===== config.mk =====
export PLATFORM = sky130hd
export DESIGN_NAME = nibble_serial_adder
export DESIGN_NICKNAME = d
export VERILOG_FILES = /design/src/rtl/nibble_serial_adder_pkg.sv /design/src/rtl/nibble_add_cin.sv /design/src/rtl/nibble_serial_adder.sv
export SDC_FILE = /design/constraint.sdc
export NUM_CORES = 1
export LEC_CHECK = 0
export CAP_MARGIN = 40
export CORE_MARGIN = 4
export CORE_UTILIZATION = 40
export DETAILED_ROUTE_END_ITERATION = 8
export GPL_ROUTABILITY_DRIVEN = 0
export PLACE_DENSITY = 0.75
export SYNTH_ARGS = -nofsm -noshare
export SYNTH_HDL_FRONTEND = slang
export SYNTH_SLANG_ARGS = --single-unit

===== constraint.sdc =====
create_clock -name clk -period 9.5 [get_ports clk]
set_clock_uncertainty 0.2 [all_clocks]
set_input_delay 2.85 -clock clk [delete_from_list [all_inputs] [get_ports clk]]
set_output_delay 2.85 -clock clk [all_outputs]
set_load 0.01 [all_outputs]

===== src/rtl/nibble_serial_adder_pkg.sv =====
// Shared constants and FSM encoding for the nibble-serial adder.
package nibble_serial_adder_pkg;

  localparam int unsigned NIB_W = 4;

  typedef enum logic [1:0] {
    ST_IDLE = 2'd0,
    ST_ADD  = 2'd1,
    ST_DONE = 2'd2
  } state_e;

  // Counter width for n nibble steps, never narrower than one bit.
  function automatic int unsigned cnt_width(input int unsigned n);
    return (n > 1) ? $clog2(n) : 1;
  endfunction

endpackage


===== src/rtl/nibble_add_cin.sv =====
// Combinational 4-bit ripple-carry adder with carry-in, built from full-adder cells.
module nibble_add_cin
  import nibble_serial_adder_pkg::*;
(
  input  logic [NIB_W-1:0] a,
  input  logic [NIB_W-1:0] b,
  input  logic             cin,
  output logic [NIB_W-1:0] sum,
  output logic             cout
);

  logic [NIB_W:0] c;

  assign c[0] = cin;

  for (genvar i = 0; i < NIB_W; i++) begin : g_fa
    assign sum[i]   = a[i] ^ b[i] ^ c[i];
    assign c[i+1]   = (a[i] & b[i]) | (c[i] & (a[i] ^ b[i]));
  end

  assign cout = c[NIB_W];

endmodule


===== src/rtl/nibble_serial_adder.sv =====
// Wide adder that streams operands LSB-nibble-first through one 4-bit slice.
// Handshake: a transfer happens on a rising edge where valid & ready are both high;
// in_ready is high only in IDLE, out_valid only in DONE, and results hold until taken.
module nibble_serial_adder
  import nibble_serial_adder_pkg::*;
#(
  parameter int WIDTH = 16
) (
  input  logic             clk,
  input  logic             rst_n,
  input  logic             in_valid,
  output logic             in_ready,
  input  logic [WIDTH-1:0] a,
  input  logic [WIDTH-1:0] b,
  input  logic             cin,
  output logic             out_valid,
  input  logic             out_ready,
  output logic [WIDTH-1:0] sum,
  output logic             cout,
  output logic             ovf,
  output logic [1:0]       dbg_state
);

  localparam int NNIB = WIDTH / NIB_W;
  localparam int CW   = cnt_width(NNIB);

  if (WIDTH < 4 || (WIDTH % 4) != 0) begin : g_width_check
    $error("nibble_serial_adder: WIDTH must be a multiple of 4 and >= 4");
  end

  state_e           state_q, state_d;
  logic [WIDTH-1:0] a_q, a_d, b_q, b_d, sum_q, sum_d;
  logic [CW-1:0]    cnt_q, cnt_d;
  logic             carry_q, carry_d, cout_q, cout_d, ovf_q, ovf_d;

  logic [NIB_W-1:0] sl_a, sl_b, sl_sum;
  logic             sl_cout;

  assign sl_a = a_q[{cnt_q, 2'b00} +: NIB_W];
  assign sl_b = b_q[{cnt_q, 2'b00} +: NIB_W];

  nibble_add_cin u_slice (
    .a    (sl_a),
    .b    (sl_b),
    .cin  (carry_q),
    .sum  (sl_sum),
    .cout (sl_cout)
  );

  always_comb begin
    state_d   = state_q;
    a_d       = a_q;
    b_d       = b_q;
    carry_d   = carry_q;
    cnt_d     = cnt_q;
    sum_d     = sum_q;
    cout_d    = cout_q;
    ovf_d     = ovf_q;
    in_ready  = 1'b0;
    out_valid = 1'b0;
    case (state_q)
      ST_IDLE: begin
        in_ready = 1'b1;
        if (in_valid) begin
          a_d     = a;
          b_d     = b;
          carry_d = cin;
          cnt_d   = '0;
          state_d = ST_ADD;
        end
      end
      ST_ADD: begin
        sum_d[{cnt_q, 2'b00} +: NIB_W] = sl_sum;
        carry_d = sl_cout;
        cnt_d   = cnt_q + 1'b1;
        // Last nibble: its sum bit 3 is the new MSB used for signed overflow.
        if (cnt_q == CW'(NNIB - 1)) begin
          cout_d  = sl_cout;
          ovf_d   = (a_q[WIDTH-1] == b_q[WIDTH-1]) && (sl_sum[NIB_W-1] != a_q[WIDTH-1]);
          state_d = ST_DONE;
        end
      end
      ST_DONE: begin
        out_valid = 1'b1;
        if (out_ready) state_d = ST_IDLE;
      end
      default: state_d = ST_IDLE;
    endcase
  end

  always_ff @(posedge clk or negedge rst_n) begin
    if (!rst_n) begin
      state_q <= ST_IDLE;
      a_q     <= '0;
      b_q     <= '0;
      carry_q <= 1'b0;
      cnt_q   <= '0;
      sum_q   <= '0;
      cout_q  <= 1'b0;
      ovf_q   <= 1'b0;
    end else begin
      state_q <= state_d;
      a_q     <= a_d;
      b_q     <= b_d;
      carry_q <= carry_d;
      cnt_q   <= cnt_d;
      sum_q   <= sum_d;
      cout_q  <= cout_d;
      ovf_q   <= ovf_d;
    end
  end

  assign sum       = sum_q;
  assign cout      = cout_q;
  assign ovf       = ovf_q;
  assign dbg_state = state_q;

endmodule


## Word level (Yosys, flattened, before mapping)

Cells that the tools add are included.

| storage, ports and cells | value |
|---|---|
| logic and storage cells | 60 |
| register bits | 55 |
| output and inout bits | 22 |
| bits of input ports | 37 |

| cells by class | value |
|---|---|
| reductions and logical operators | 7 |
| mux-type cells | 11 |
| bitwise operators | 20 |
| shifts and indexed selects | 4 |
| add/sub/neg operators | 2 |
| eq/ne operators | 8 |

Operator list:

| cell | count |
|---|---|
| variable part select 16 x 5 -> 4 bit | 2 |
| bitwise mux 16 bit | 1 |
| variable shift 4 x 6 -> 16 bit (first input constant) | 1 |
| variable part select 4 x 6 -> 16 bit | 1 |
| AND 1 bit | 8 |
| two-way mux 2 bit | 4 |
| XOR 1 bit | 8 |
| inequality test 2 bit (second input constant) | 3 |
| negation 4 -> 6 bit | 1 |
| one-hot mux 2 bit (3 select lines) | 1 |
| AND reduction 2 bit | 3 |
| equality test 2 bit (second input constant) | 2 |
| OR 1 bit | 4 |
| one-hot mux 2 bit (2 select lines) | 1 |
| two-way mux 1 bit | 3 |
| AND reduction 3 bit | 1 |
| adder 2 x 1 -> 2 bit (second input constant) | 1 |
| equality test 2 x 1 -> 1 bit (second input constant) | 1 |
| zero test 2 bit | 1 |
| one-hot mux 1 bit (2 select lines) | 1 |
| nonzero test 2 bit | 1 |
| equality test 1 bit | 1 |
| logical AND 1 bit | 1 |
| inequality test 1 bit | 1 |

## Depth between registers and ports, before layout

| logic depth | value |
|---|---|
| depth in word-level cells | 11 |
| gate-level depth with buffers | 13 |
| depth with buffers taken out | 12 |

## Hierarchy

From an unflattened synthesis, not the netlist that was laid out.

| unflattened totals | value |
|---|---|
| cell total of the unflattened synthesis | 174 |
| area, all modules | 2712.6 um^2 |

By module, submodules not included:

| module | cells each | area an instance (um^2) | instances | sequential area each (um^2) |
|---|---|---|---|---|
| nibble_serial_adder | 160 | 2595.0 | 1 | 1376.3 |
| nibble_add_cin | 14 | 117.6 | 1 | 0.0 |

## Worst setup path before layout

Ideal clock, no wire load.

| path | value |
|---|---|
| path type | input port to flip-flop |
| start point | in in_valid |
| end point | reg a_q[10] |
| setup slack | 5626 ps |
| stages | 5 |
| required time | 9183 ps |
| arrival time | 3558 ps |
| cell sequence | or3b_1 -> buf_2 -> buf_6 -> nand2_1 -> nand2_1 |

| between the ends | value |
|---|---|
| longest elaborated chain between the ends | 1 |

RTL lines:

| what | line | RTL |
|---|---|---|
| from (decl) | nibble_serial_adder.sv:11 | `input logic in_valid,` |
| AND reduction 2 bit (no line) | n/a |  |
| to (signal assigned) | nibble_serial_adder.sv:94 | `a_q <= '0;` |
| to (signal assigned) | nibble_serial_adder.sv:103 | `a_q <= a_d;` |
| to (decl) | nibble_serial_adder.sv:32 | `logic [WIDTH-1:0] a_q, a_d, b_q, b_d, sum_q, sum_d;` |

Every way passes these cells.
A chain may end at the register's enable or synchronous reset.

## Worst setup path after layout

| path | value |
|---|---|
| start point | reg state_q[0], in the netlist dbg_state[0] |
| end point | out out_valid |

| between the ends | value |
|---|---|
| longest elaborated chain between the ends | 2 |

RTL lines:

| what | line | RTL |
|---|---|---|
| from (decl) | nibble_serial_adder.sv:31 | `state_e state_q, state_d;` |
| from (signal assigned) | nibble_serial_adder.sv:102 | `state_q <= state_d;` |
| equality test 2 bit | nibble_serial_adder.sv:61 | `case (state_q)` |
| two-way mux 1 bit | nibble_serial_adder.sv:61 |  |
| to (decl) | nibble_serial_adder.sv:16 | `output logic out_valid,` |

Every way passes these cells.

==> metrics.cfg <==
[status]
status = complete, no violations

[pwr]
vdd_drop_max_mv = 0.1651
p_per_area_mw_per_mm2 = 334.6
power.total_mw = 1.116
leakagePower_nw = 1.607

[worst_setup_path]
cpPeakStageDelay_ns = 0.58
startpoint = dbg_state[0]$_DFFE_PN0P_
crit_slowest_cell = dfrtp_1
arrival_ns = 1.72
cp_data_required_time_ns = 6.45
setup.worst_path.end = out_valid
worst-path-buf-inv = 2
cp_max_fo = 11
crit_type = reg -> out
cp_num_cells = 3
reg2reg_depth = 12
ff2ff_setup_slack_ns = 6.04
r2r-end = ovf$_DFFE_PN0P_
critPathTopFamily = buffers and inverters
crit_path_end_kind = output port
cp_cell_sequence = nand2b_1 > inv_1 > clkdlybuf4s50_1
cp-start-kind = register
r2r-start = cnt_q[1]$_DFFE_PN0P_

[place]
detailed_place_hpwl_mm = 4.014
dpl_worst_slack_ns = 4.823
portBuffers = 58
placed_cell_area_sq_mm = 0.003248
dp.cells = 376

[cells_and_area]
mostFrequentLayoutCell = nand2_1
diodes = 0
fin_area_sq_mm = 0.003336
area_growth_pct = 26.89
drive_above_1_share_pct = 9.477
final_cells = 383
final_nets = 353
layout_common_cells = nand2_1 (108), clkdlybuf4s50_1 (57), dfrtp_1 (55)
post-route-util_pct = 52.53

[floorplanning]
die_y_microns = 89.07
coreArea_sq_mm = 0.006350
ios = 59
die_x_microns = 89.07
rows = 29
initial_core_util_pct = 41.40
dieArea_sq_mm = 0.007933

[global_routing]
grt_pass1_wl_mm = 9.232
antenna_found_initial = 0
grt_overflow_total = 0
grt_max_degree = 56
grt_pass1_vias = 1984
grtUsageTotal_pct = 14.96

[yosys]
ys_ff_latch = 55
ys_warn_count = 0
synthCells = 249
seq_area_frac_synth_pct = 52.36
syn_area_sq_mm = 0.002629
synth_cell_type_count = 32
synth_area_per_cell_sq_um = 10.56
synth_fp_nets = 296

[worst_hold_path]
hold_path.class = reg -> reg
whs_path_depth = 2

[clocking]
cts_buffers = 5
clk_latency_ns = 0.30
clock_path_buffers = 2
holdBufCountCts = 0
cts_resized = 0
clkTransAtPathRegs_ns = 0.09
cts_tree = built
clockRootBuffer = clkbuf_8
postCtsSetupBuffers = 0
cts_sinks = 55
h-tree-depth = 2

[drt]
routed_wl_mm = 5.518
drc = 0
viasPerCell = 5.010
drt_iter0_drc = 95
vias = 1919
drt_pass1_iterations = 4
drtAntennaViolNets = 0
wire_per_inst_microns = 14.41

[timing]
setup_slack_ns = 4.730
setup_violations = 0
tightest_slew_ns = 0.6882
finalHoldViolations = 0
fmax_ghz = 0.2096
setup_tns_ns = 0
post-route-period-util_pct = 50.21
whs_ns = 0.2788
slew_violations = 0
max_slew_margin_pct = 54.12
fin_crit_ns = 4.770
grt_setup_unrepaired = false

[job]
maxCapViolCount = 0

-- cell usage after synthesis --
cell type	n	area share (%)
a221o_1	1	0.38
a22o_1	8	2.7
and2b_1	1	0.29
buf_2	5	0.95
buf_4	2	0.57
buf_6	5	2.1
dfrtp_1	55	52
fa_1	4	3.0
ha_1	6	2.9
inv_1	11	1.6
mux2_2	2	0.86
mux4_2	8	6.9
nand2_1	108	15
nand2b_1	3	0.71
nand3_1	1	0.19
nand3b_1	1	0.29
nand3b_4	3	2.3
nor2_1	1	0.14
nor3_1	2	0.38
nor3b_2	1	0.48
nor4_1	1	0.24
nor4b_1	2	0.67
o21ai_0	7	1.3
o21ai_1	2	0.38
o21ai_2	2	0.67
o22ai_1	1	0.24
o31ai_1	1	0.29
or3_1	1	0.24
or3b_1	1	0.33
or4_1	1	0.29
or4b_1	1	0.38
or4b_4	1	0.52
-- sequential cells by signal, summed over array words and instances, names as in the netlist --
signal	flops
a_q	16
b_q	16
carry_q	1
cnt_q	2
cout	1
dbg_state	2
ovf	1
sum	16
-- area by class of cell --
class	count	area (sq um)
Timing Repair Buffer	62	613.1
Inverter	11	41.29
Sequential cell	55	1376
Fill cell	574	3014
Clock buffer	6	82.58
Multi-Input combinational cell	171	1121
Clock inverter	1	5.005
Tap cell	77	96.34
-- layer usage --
metal	GRT usage [%]	up-vias	share of wire [%]
met3	2.857	6	5.9
met5	0	-	0
met2	25.51	55	50
li1	-	935	-
met4	3.383	0	0.96
met1	19.95	923	43
-- where the power goes --
| part | internal (mW) | total [mW] | leakage (nW) | switching (mW) |
|---|---|---|---|---|
| clock network | 0.0574 | 0.129 | 0.0470 | 0.0718 |
| registers | 0.333 | 0.407 | 0.704 | 0.0737 |
| logic | 0.272 | 0.580 | 0.856 | 0.308 |
| total | 0.663 | 1.12 | 1.61 | 0.454 |
-- how the worst min path moves through the flow --
stage	from	to	slack [ns]
floorplan	a_q[11]$_DFFE_PN0P_	a_q[11]$_DFFE_PN0P_	0.24
global placement	a_q[12]$_DFFE_PN0P_	a_q[12]$_DFFE_PN0P_	0.25
detailed placement	a_q[6]$_DFFE_PN0P_	a_q[6]$_DFFE_PN0P_	0.26
CTS	a_q[8]$_DFFE_PN0P_	a_q[8]$_DFFE_PN0P_	0.29
global route	a_q[0]$_DFFE_PN0P_	a_q[0]$_DFFE_PN0P_	0.31
finish	b_q[9]$_DFFE_PN0P_	b_q[9]$_DFFE_PN0P_	0.28
-- cell families (layout without fill, tap and decap cells) --
| group | count (synthesis) | after routing | share of synthesized area, % |
|---|---|---|---|
| multiplexers | 10 | 10 | 7.710 |
| buffers and inverters | 23 | 80 | 5.235 |
| AND/OR/NAND/NOR | 129 | 129 | 22.85 |
| AO/OA/AOI/OAI | 22 | 22 | 5.950 |
| flip-flops | 55 | 55 | 52.36 |
| adder cells (fa/ha/maj) | 10 | 10 | 5.902 |
-- tightest hold or removal path, stage by stage (launching register included) --
cell	delay, ns
dfrtp_1	0.35
nand2_1	0.05
nand2_1	0.05
Power figures use the tool's default switching activity.
